`src/rtl/glip_uart_egress_arbiter.sv`:
```
// glip_uart_egress_arbiter
// Merges a FWFT payload byte stream and host credit messages onto a single
// UART transmitter. Payload bytes equal to ESCAPE are sent twice; a credit
// message is ESCAPE, {1'b1,3'b000,credit[11:8]}, credit[7:0].
// Optional protocol checking is compiled in with `define GLIP_UART_EGRESS_CHECK_EN.
module glip_uart_egress_arbiter #(
  parameter int unsigned CREDIT_WIDTH = 12,
  parameter logic [7:0]  ESCAPE       = 8'hFE
) (
  input  logic                    clk,
  input  logic                    rst,
  input  logic [7:0]              data_in_data,
  input  logic                    data_in_valid,
  output logic                    data_in_ready,
  input  logic [CREDIT_WIDTH-1:0] credit_value,
  input  logic                    credit_valid,
  output logic                    credit_ack,
  output logic [7:0]              tx_data,
  output logic                    tx_enable,
  input  logic                    tx_done,
  output logic                    error
);

  localparam int unsigned CRED_BITS = 12;
  localparam int unsigned BYTE_W    = 8;

  typedef enum logic [2:0] {
    IDLE  = 3'd0,
    DATA  = 3'd1,
    ESC2  = 3'd2,
    CRED0 = 3'd3,
    CRED1 = 3'd4,
    CRED2 = 3'd5
  } state_t;

  state_t                r_state;
  state_t                w_state_nxt;
  logic [BYTE_W-1:0]     r_tx_data;
  logic [BYTE_W-1:0]     w_tx_data_nxt;
  logic                  r_tx_enable;
  logic [CRED_BITS-1:0]  r_credit;
  logic [CRED_BITS-1:0]  w_credit_nxt;
  logic                  r_last_credit;
  logic                  w_last_credit_nxt;
  logic                  r_credit_ack;
  logic                  w_credit_ack_nxt;
  logic                  w_data_in_ready;
  logic                  w_credit_req;
  logic                  w_grant_credit;

  // A credit request is masked during its own ack cycle so the still-held
  // credit_valid is not mistaken for a new request.
  assign w_credit_req = credit_valid & ~r_credit_ack;

  // Credit has priority unless the last message was a credit and payload waits.
  assign w_grant_credit = w_credit_req & ~(data_in_valid & r_last_credit);

  // Next-state, next-byte and grant decode.
  always_comb begin
    w_state_nxt       = r_state;
    w_tx_data_nxt     = r_tx_data;
    w_credit_nxt      = r_credit;
    w_last_credit_nxt = r_last_credit;
    w_credit_ack_nxt  = 1'b0;
    w_data_in_ready   = 1'b0;
    case (r_state)
      IDLE: begin
        if (w_grant_credit) begin
          w_state_nxt       = CRED0;
          w_credit_nxt      = CRED_BITS'(credit_value);
          w_tx_data_nxt     = ESCAPE;
          w_last_credit_nxt = 1'b1;
        end else if (data_in_valid) begin
          w_state_nxt       = DATA;
          w_tx_data_nxt     = data_in_data;
          w_data_in_ready   = 1'b1;
          w_last_credit_nxt = 1'b0;
        end
      end
      DATA: begin
        if (tx_done) begin
          if (r_tx_data == ESCAPE) begin
            w_state_nxt   = ESC2;
            w_tx_data_nxt = ESCAPE;
          end else begin
            w_state_nxt = IDLE;
          end
        end
      end
      ESC2: begin
        if (tx_done) begin
          w_state_nxt = IDLE;
        end
      end
      CRED0: begin
        if (tx_done) begin
          w_state_nxt   = CRED1;
          w_tx_data_nxt = {1'b1, 3'b000, r_credit[11:8]};
        end
      end
      CRED1: begin
        if (tx_done) begin
          w_state_nxt   = CRED2;
          w_tx_data_nxt = r_credit[7:0];
        end
      end
      CRED2: begin
        if (tx_done) begin
          w_state_nxt      = IDLE;
          w_credit_ack_nxt = 1'b1;
        end
      end
      default: begin
        w_state_nxt = IDLE;
      end
    endcase
  end

  // State and registered outputs.
  always_ff @(posedge clk) begin
    if (rst) begin
      r_state       <= IDLE;
      r_tx_data     <= 8'h00;
      r_tx_enable   <= 1'b0;
      r_credit      <= '0;
      r_last_credit <= 1'b0;
      r_credit_ack  <= 1'b0;
    end else begin
      r_state       <= w_state_nxt;
      r_tx_data     <= w_tx_data_nxt;
      r_tx_enable   <= (w_state_nxt != IDLE);
      r_credit      <= w_credit_nxt;
      r_last_credit <= w_last_credit_nxt;
      r_credit_ack  <= w_credit_ack_nxt;
    end
  end

  assign data_in_ready = w_data_in_ready & ~rst;
  assign credit_ack    = r_credit_ack;
  assign tx_data       = r_tx_data;
  assign tx_enable     = r_tx_enable;

`ifdef GLIP_UART_EGRESS_CHECK_EN
  logic r_error;
  logic w_in_credit;

  assign w_in_credit = (r_state == CRED0) || (r_state == CRED1) || (r_state == CRED2);

  // Sticky error: spurious tx_done while idle, or credit request withdrawn mid-message.
  always_ff @(posedge clk) begin
    if (rst) begin
      r_error <= 1'b0;
    end else if (((r_state == IDLE) && tx_done) || (w_in_credit && !credit_valid)) begin
      r_error <= 1'b1;
    end
  end

  assign error = r_error;
`else
  assign error = 1'b0;
`endif

endmodule

```
`config.mk`:
```
export PLATFORM = sky130hd
export DESIGN_NAME = glip_uart_egress_arbiter
export DESIGN_NICKNAME = d
export VERILOG_FILES = /design/src/rtl/glip_uart_egress_arbiter.sv
export SDC_FILE = /design/constraint.sdc
export NUM_CORES = 1
export LEC_CHECK = 0
export ABC_AREA = 1
export CAP_MARGIN = 20
export CORE_MARGIN = 5
export CORE_UTILIZATION = 30
export CTS_BUF_LIST = sky130_fd_sc_hd__clkbuf_4
export DETAILED_ROUTE_END_ITERATION = 16
export SETUP_SLACK_MARGIN = 0.15
export SLEW_MARGIN = 20
export SYNTH_ARGS = -nofsm -noshare
export SYNTH_HDL_FRONTEND = slang
export SYNTH_SLANG_ARGS = --single-unit
```
`constraint.sdc`:
```
create_clock -name clk -period 2.6 [get_ports clk]
set_input_delay 0.39 -clock clk [delete_from_list [all_inputs] [get_ports clk]]
set_output_delay 0.39 -clock clk [all_outputs]
set_load 0.01 [all_outputs]
```
==> results of run 1 <==
path summary, 6_finish.rpt:
path	cells after the start	from	endpoint
min reg2reg	2	r_credit[1]	r_credit[1]
max reg2reg	9	r_state[1]	tx_data[4]
min	2	r_credit[1]	r_credit[1]
max	6	data_in_valid	data_in_ready
cells in the final DEF, fill, tap and decap left out, types with 2 or more instances in the layout:
master	n
nor2_2	2
a21oi_1	7
inv_2	3
nor2_1	41
nor2_4	2
nand2_1	60
nor4_1	2
buf_4	2
o21ai_0	23
nand2_2	3
nand3_1	6
clkdlybuf4s50_1	35
inv_1	28
dfxtp_1	26
clkbuf_4	3
sequential cells by signal, indices dropped and copies added, names as in the netlist:
| name | cells |
|---|---|
| tx_data | 8 |
| r_state | 3 |
| credit_ack | 1 |
| r_credit | 12 |
| r_last_credit | 1 |
| tx_enable | 1 |
cell families (layout without fill, tap and decap cells):
logic type,count (synthesis),after routing,share of synthesized area [%]
DFF,26,26,39.0
AOI/OAI and AO/OA,31,31,11.9
other,1,1,0.281
and+or+nand+nor,117,117,36.1
buffers and inverters,38,72,12.7
metal layers:
layer	share of wire (%)	up-vias	track usage [%]
met5	0	-	0
met4	1.5	0	3.67
met3	6.0	5	2.46
met2	41	28	16.6
met1	52	530	15.1
li1	-	718	-
final cells by class:
cell class | instances | area share (%)
clock buffer | 3 | 1.30
timing repair buffer | 37 | 21.0
multi-input combinational | 149 | 37.1
sequential | 26 | 29.9
tap | 52 | 3.74
inverter | 32 | 6.91
metrics by stage:
stage          cells  util (%)  cell area, µm²  setup WS [ps]  power [mW]
2_1_floorplan    213         -            1330           1140       0.932
3_3_place_gp     296      39.7            1720            350        1.12
3_5_place_dp     296      39.7            1720            311        1.12
4_1_cts          299      40.2            1740            300        1.30
5_1_grt          299      40.2            1740            203        1.40
6_report         299      40.2            1740            294        1.28
worst reg2reg max path, cell delays in order, from the launching register on:
cell and delay (ps):
dfxtp_1 530, clkinv_1 170, nand2_1 120, nand2_1 60
nand2_1 60, nor2_1 50, nand2_2 220, nand2_1 90
nand2_1 70, nor2_1 50
report_power, final:
group / leakage (nW) / switching (mW) / internal (mW)
logic: 0.582 / 0.312 / 0.241
registers: 0.215 / 0.0586 / 0.493
clock network: 0.0138 / 0.125 / 0.0546
total: 0.811 / 0.496 / 0.789
==> run_results.csv, run 1 <==
group,metric,value,unit
worst_setup_path,cp_max_fo,6,
global_routing,antenna_found_initial,0,
power,power.density,739,nW/µm²
layout,nFillCells,503,
route,vias_per_cell,4.28,
sta,fin_worst_skew,8.86,ps
worst_setup_path,path_delay_family,"buffers and inverters",
synth,ys_ff_latch,26,
synth,synth_flop_cell,"dfxtp_1",
sta,setup_violations,0,
worst_setup_path,crit_slowest_cell,"clkdlybuf4s50_1",
synth,synth_top_cell_by_area,"dfxtp_1",
power,vdd_drop_max,0.229,mV
route,antenna_left,0,
synth,synth.avg_cell_area,6.26,µm²
layout,seq_area,520,µm²
outcome,outcome,"completed",
clocking,numCtsBuffers,3,
placed_design,portBuffers,35,
sta,slew_violations,0,
die,core,4320,µm²
sta,hold-worst-slack,474,ps
global_routing,grt_max_degree,22,
worst_setup_path,crit_buf_inv,3,
layout,num_antenna_cells,0,
route,wl_per_cell,10.4,µm
clocking,cts_setup_buffers,0,
route,drt_wl_total,3120,µm
job,cap_violations,0,
layout,multi_input_area,644,µm²
die,start_util,30.8,%
route,drt-initial-drc-count,51,
global_routing,grt_pass1_wl,5410,µm
sta,min_period,2310,ps
worst_setup_path,arrival,1920,ps
synth,netlist_top_cells_count,"nand2_1, nor2_1, inv_1",
clocking,cts_max_level,1,
power,leakage,0.811,nW
synth,synth_cell_types,19,
clocking,clkLatencyLatePin,330,ps
clocking,clk_pin_slew,140,ps
synth,ys_seq_area_share,39.0,%
synth,syn_inst,213,
synth,yosysWarnings,0,
worst_setup_path,r2r_setup_slack,1100,ps
worst_setup_path,critPathCaptureType,"output port",
sta,fin_tns_setup,0,ps
synth,ys_top_cells_by_area,"dfxtp_1, nand2_1, nor2_1",
sta,rsz0062_at_grt,"false",
sta,fmax,434,MHz
synth,yosysMostFrequentCell,"nand2_1",
synth,synth_edf_count,0,
global_routing,grt_pass1_vias,1247,
clocking,cts_hold_buffers,0,
die,rows,24,
synth,synth_nets,238,
layout,layout.nets,274,
die,io-pin-count,37,
die,die_w,76.7,µm
route,vias,1281,
synth,netlist_area,1330,µm²
sta,hold_viol_final,0,
layout,syn_to_final_growth,30.3,%
clocking,cts_resized,0,
die,die_h,76.7,µm
worst_setup_path,crit_top_cell,"clkdlybuf4s50_1",
worst_setup_path,crit_path_start_kind,"input port",
worst_setup_path,critPathKind,"input port to output port",
placed_design,gp_congestion,0.817,
worst_hold_path,hold_path_class,"flip-flop to flip-flop",
global_routing,grt-ovfl-total,0,
clocking,cts_root_buffer,"clkbuf_4",
sta,slew_headroom,60.9,%
placed_design,dp_hpwl,2390,µm
route,first_pass_iters,4,
worst_setup_path,worstPathRequired,2210,ps
clocking,numClockSinks,26,
clocking,cts_tree,"yes",
synth,async_reset_ff_share,0,%
sta,worst_pin_slew,586,ps
synth,synth_top_area_share,39.0,%
die,die_area,5880,µm²
layout,drive_gt1_share,6.48,%
clocking,clockBufferDepth,2,
worst_setup_path,crit_chain,"clkdlybuf4s50_1 -> nand2_1 -> nand3_1 -> inv_1 -> nor4_1 -> clkdlybuf4s50_1",
sta,fin_crit_sh,88.7,%
route,drc_errors,0,
worst_setup_path,max_stage_delay,590,ps
global_routing,gr-usage-all-layers,10.9,%
No activity file was read; power rests on OpenSTA's default activity.
==> run 2, diff against run 1 <==
- clock period: 2.6 -> 2.9 ns (I/O delays scaled with it)
==> run 2 against run 1 <==
Compared with the run above: combinational power shrank 11%; final area shrank 0.43%; utilization shrank 0.17 points; clock skew shrank 2.6 ps.
==> run_results.csv, run 2 (synthesized netlist as in run 1, its figures left out) <==
group,metric,value,unit
outcome,outcome,"completed",
clocking,cts_resized,0,
worst_setup_path,worstPathRequired,2470,ps
placed_design,dp_hpwl,2450,µm
worst_setup_path,critPathCaptureType,"output port",
layout,fin_cells,298,
power,power.density,661,nW/µm²
clocking,cts_tree,"yes",
route,antenna_left,0,
route,vias,1292,
layout,final_area,1730,µm²
worst_setup_path,arrival,1970,ps
power,clkPwrFrac,13.5,%
route,vias_per_cell,4.34,
route,first_pass_iters,4,
sta,fin_tns_setup,0,ps
worst_setup_path,crit_path_start_kind,"input port",
sta,fmax,416,MHz
placed_design,dpl.cell_count,295,
layout,layout.nets,273,
sta,hold_viol_final,0,
route,drc_errors,0,
placed_design,gp_congestion,0.850,
worst_setup_path,critPathKind,"input port to output port",
global_routing,grt_max_degree,22,
clocking,numCtsBuffers,3,
global_routing,grt-ovfl-total,0,
global_routing,grt_pass1_wl,5460,µm
layout,final_cell_mix,"nand2_1, nor2_1, clkdlybuf4s50_1",
worst_setup_path,cp_max_fo,6,
power,leakage,0.806,nW
worst_hold_path,hold_path_startpoint,"r_credit[1]",
sta,slew_violations,0,
global_routing,antenna_found_initial,0,
layout,drive_gt1_share,6.10,%
sta,hold-worst-slack,472,ps
placed_design,dpl_cell_area,1710,µm²
worst_setup_path,r2r-start,"r_state[1]",
sta,worst_pin_slew,562,ps
worst_hold_path,min_to,"r_credit[1]",
layout,syn_to_final_growth,29.7,%
layout,nFillCells,494,
die,die_area,5880,µm²
die,die_h,76.7,µm
worst_setup_path,r2r_setup_slack,1400,ps
global_routing,gr-usage-all-layers,11.2,%
global_routing,grt_pass1_vias,1166,
job,cap_violations,0,
layout,num_antenna_cells,0,
sta,rsz0062_at_grt,"false",
power,vdd_drop_max,0.185,mV
power,p_switching,0.438,mW
worst_setup_path,r2r_end,"tx_data[5]",
clocking,clk_pin_slew,130,ps
sta,min_period,2400,ps
sta,fin_crit_sh,82.8,%
worst_hold_path,worstHoldPathCells,2,
sta,setup_violations,0,
die,die_w,76.7,µm
clocking,clkLatencyLatePin,320,ps
clocking,clockBufferDepth,2,
clocking,cts_hold_buffers,0,
clocking,numClockSinks,26,
power,p_seq_share,43.2,%
layout,multi_input_area,644,µm²
power,power,1.14,mW
power,combPwrFrac,43.3,%
layout,final_common_cell,"nand2_1",
sta,fin_worst_skew,6.22,ps
route,drt-initial-drc-count,102,
worst_setup_path,reg2regPathDepth,9,
worst_hold_path,hold_path_class,"flip-flop to flip-flop",
power,intPower,0.706,mW
clocking,cts_root_buffer,"clkbuf_4",
sta,slew_headroom,62.5,%
die,rows,24,
layout,regMostFlops,"r_credit",
power,swShare,38.3,%
layout,seq_area,520,µm²
clocking,cts_setup_buffers,0,
placed_design,portBuffers,35,
die,io-pin-count,37,
clocking,cts_max_level,1,
die,start_util,30.8,%
die,core,4320,µm²
layout,largest_reg_flops,12,
route,drt_wl_total,3160,µm
route,wl_per_cell,10.6,µm
run 2: changes by cell type in the layout (fill, tap and decap cells not counted), sizes merged:
cell	delta
buf	-1
run 2: how the worst max path moves through the flow:
stage,from,cells past startpoint,slack [ps],end
after floorplan,data_in_valid,4,1350,data_in_ready
after global placement,data_in_valid,6,540,data_in_ready
after detailed placement,data_in_valid,6,500,data_in_ready
after CTS,data_in_valid,6,490,data_in_ready
after global routing,data_in_valid,6,320,data_in_ready
final,data_in_valid,6,500,data_in_ready
run 2: per-stage QoR:
step | util, % | setup WS, ps
2_1_floorplan | - | 1350
3_3_place_gp | 39.5 | 542
3_5_place_dp | 39.5 | 504
4_1_cts | 40.0 | 494
5_1_grt | 40.0 | 325
6_report | 40.0 | 499
run 2: layer usage:
metal | track usage [%] | vias to the layer above | share of wire (%)
li1 | - | 715 | -
met1 | 15.2 | 546 | 49
met2 | 16.6 | 27 | 43
met3 | 2.93 | 4 | 5.6
met4 | 4.72 | 0 | 1.7
met5 | 0 | - | 0
run 2: power groups by stage:
stage               logic (mW)  clock network (mW)  registers [mW]
floorplan                0.324                   0           0.511
global placement         0.496                   0           0.502
detailed placement       0.502                   0           0.504
CTS                      0.505               0.158           0.495
global route             0.577               0.171           0.505
finish                   0.495               0.154           0.494
run 2: worst max-delay path, cell delays in order:
cell	delay (ps)
clkdlybuf4s50_1	480
nand2_1	60
nand3_1	80
inv_1	100
nor4_1	210
clkdlybuf4s50_1	590
run 2: cell type report:
| class | count | share of cell area, % |
|---|---|---|
| Clock buffer | 3 | 1.30 |
| Sequential cell | 26 | 30.1 |
| Inverter | 32 | 6.94 |
| Multi-Input combinational cell | 149 | 37.2 |
| Timing Repair Buffer | 36 | 20.7 |
| Tap cell | 52 | 3.76 |
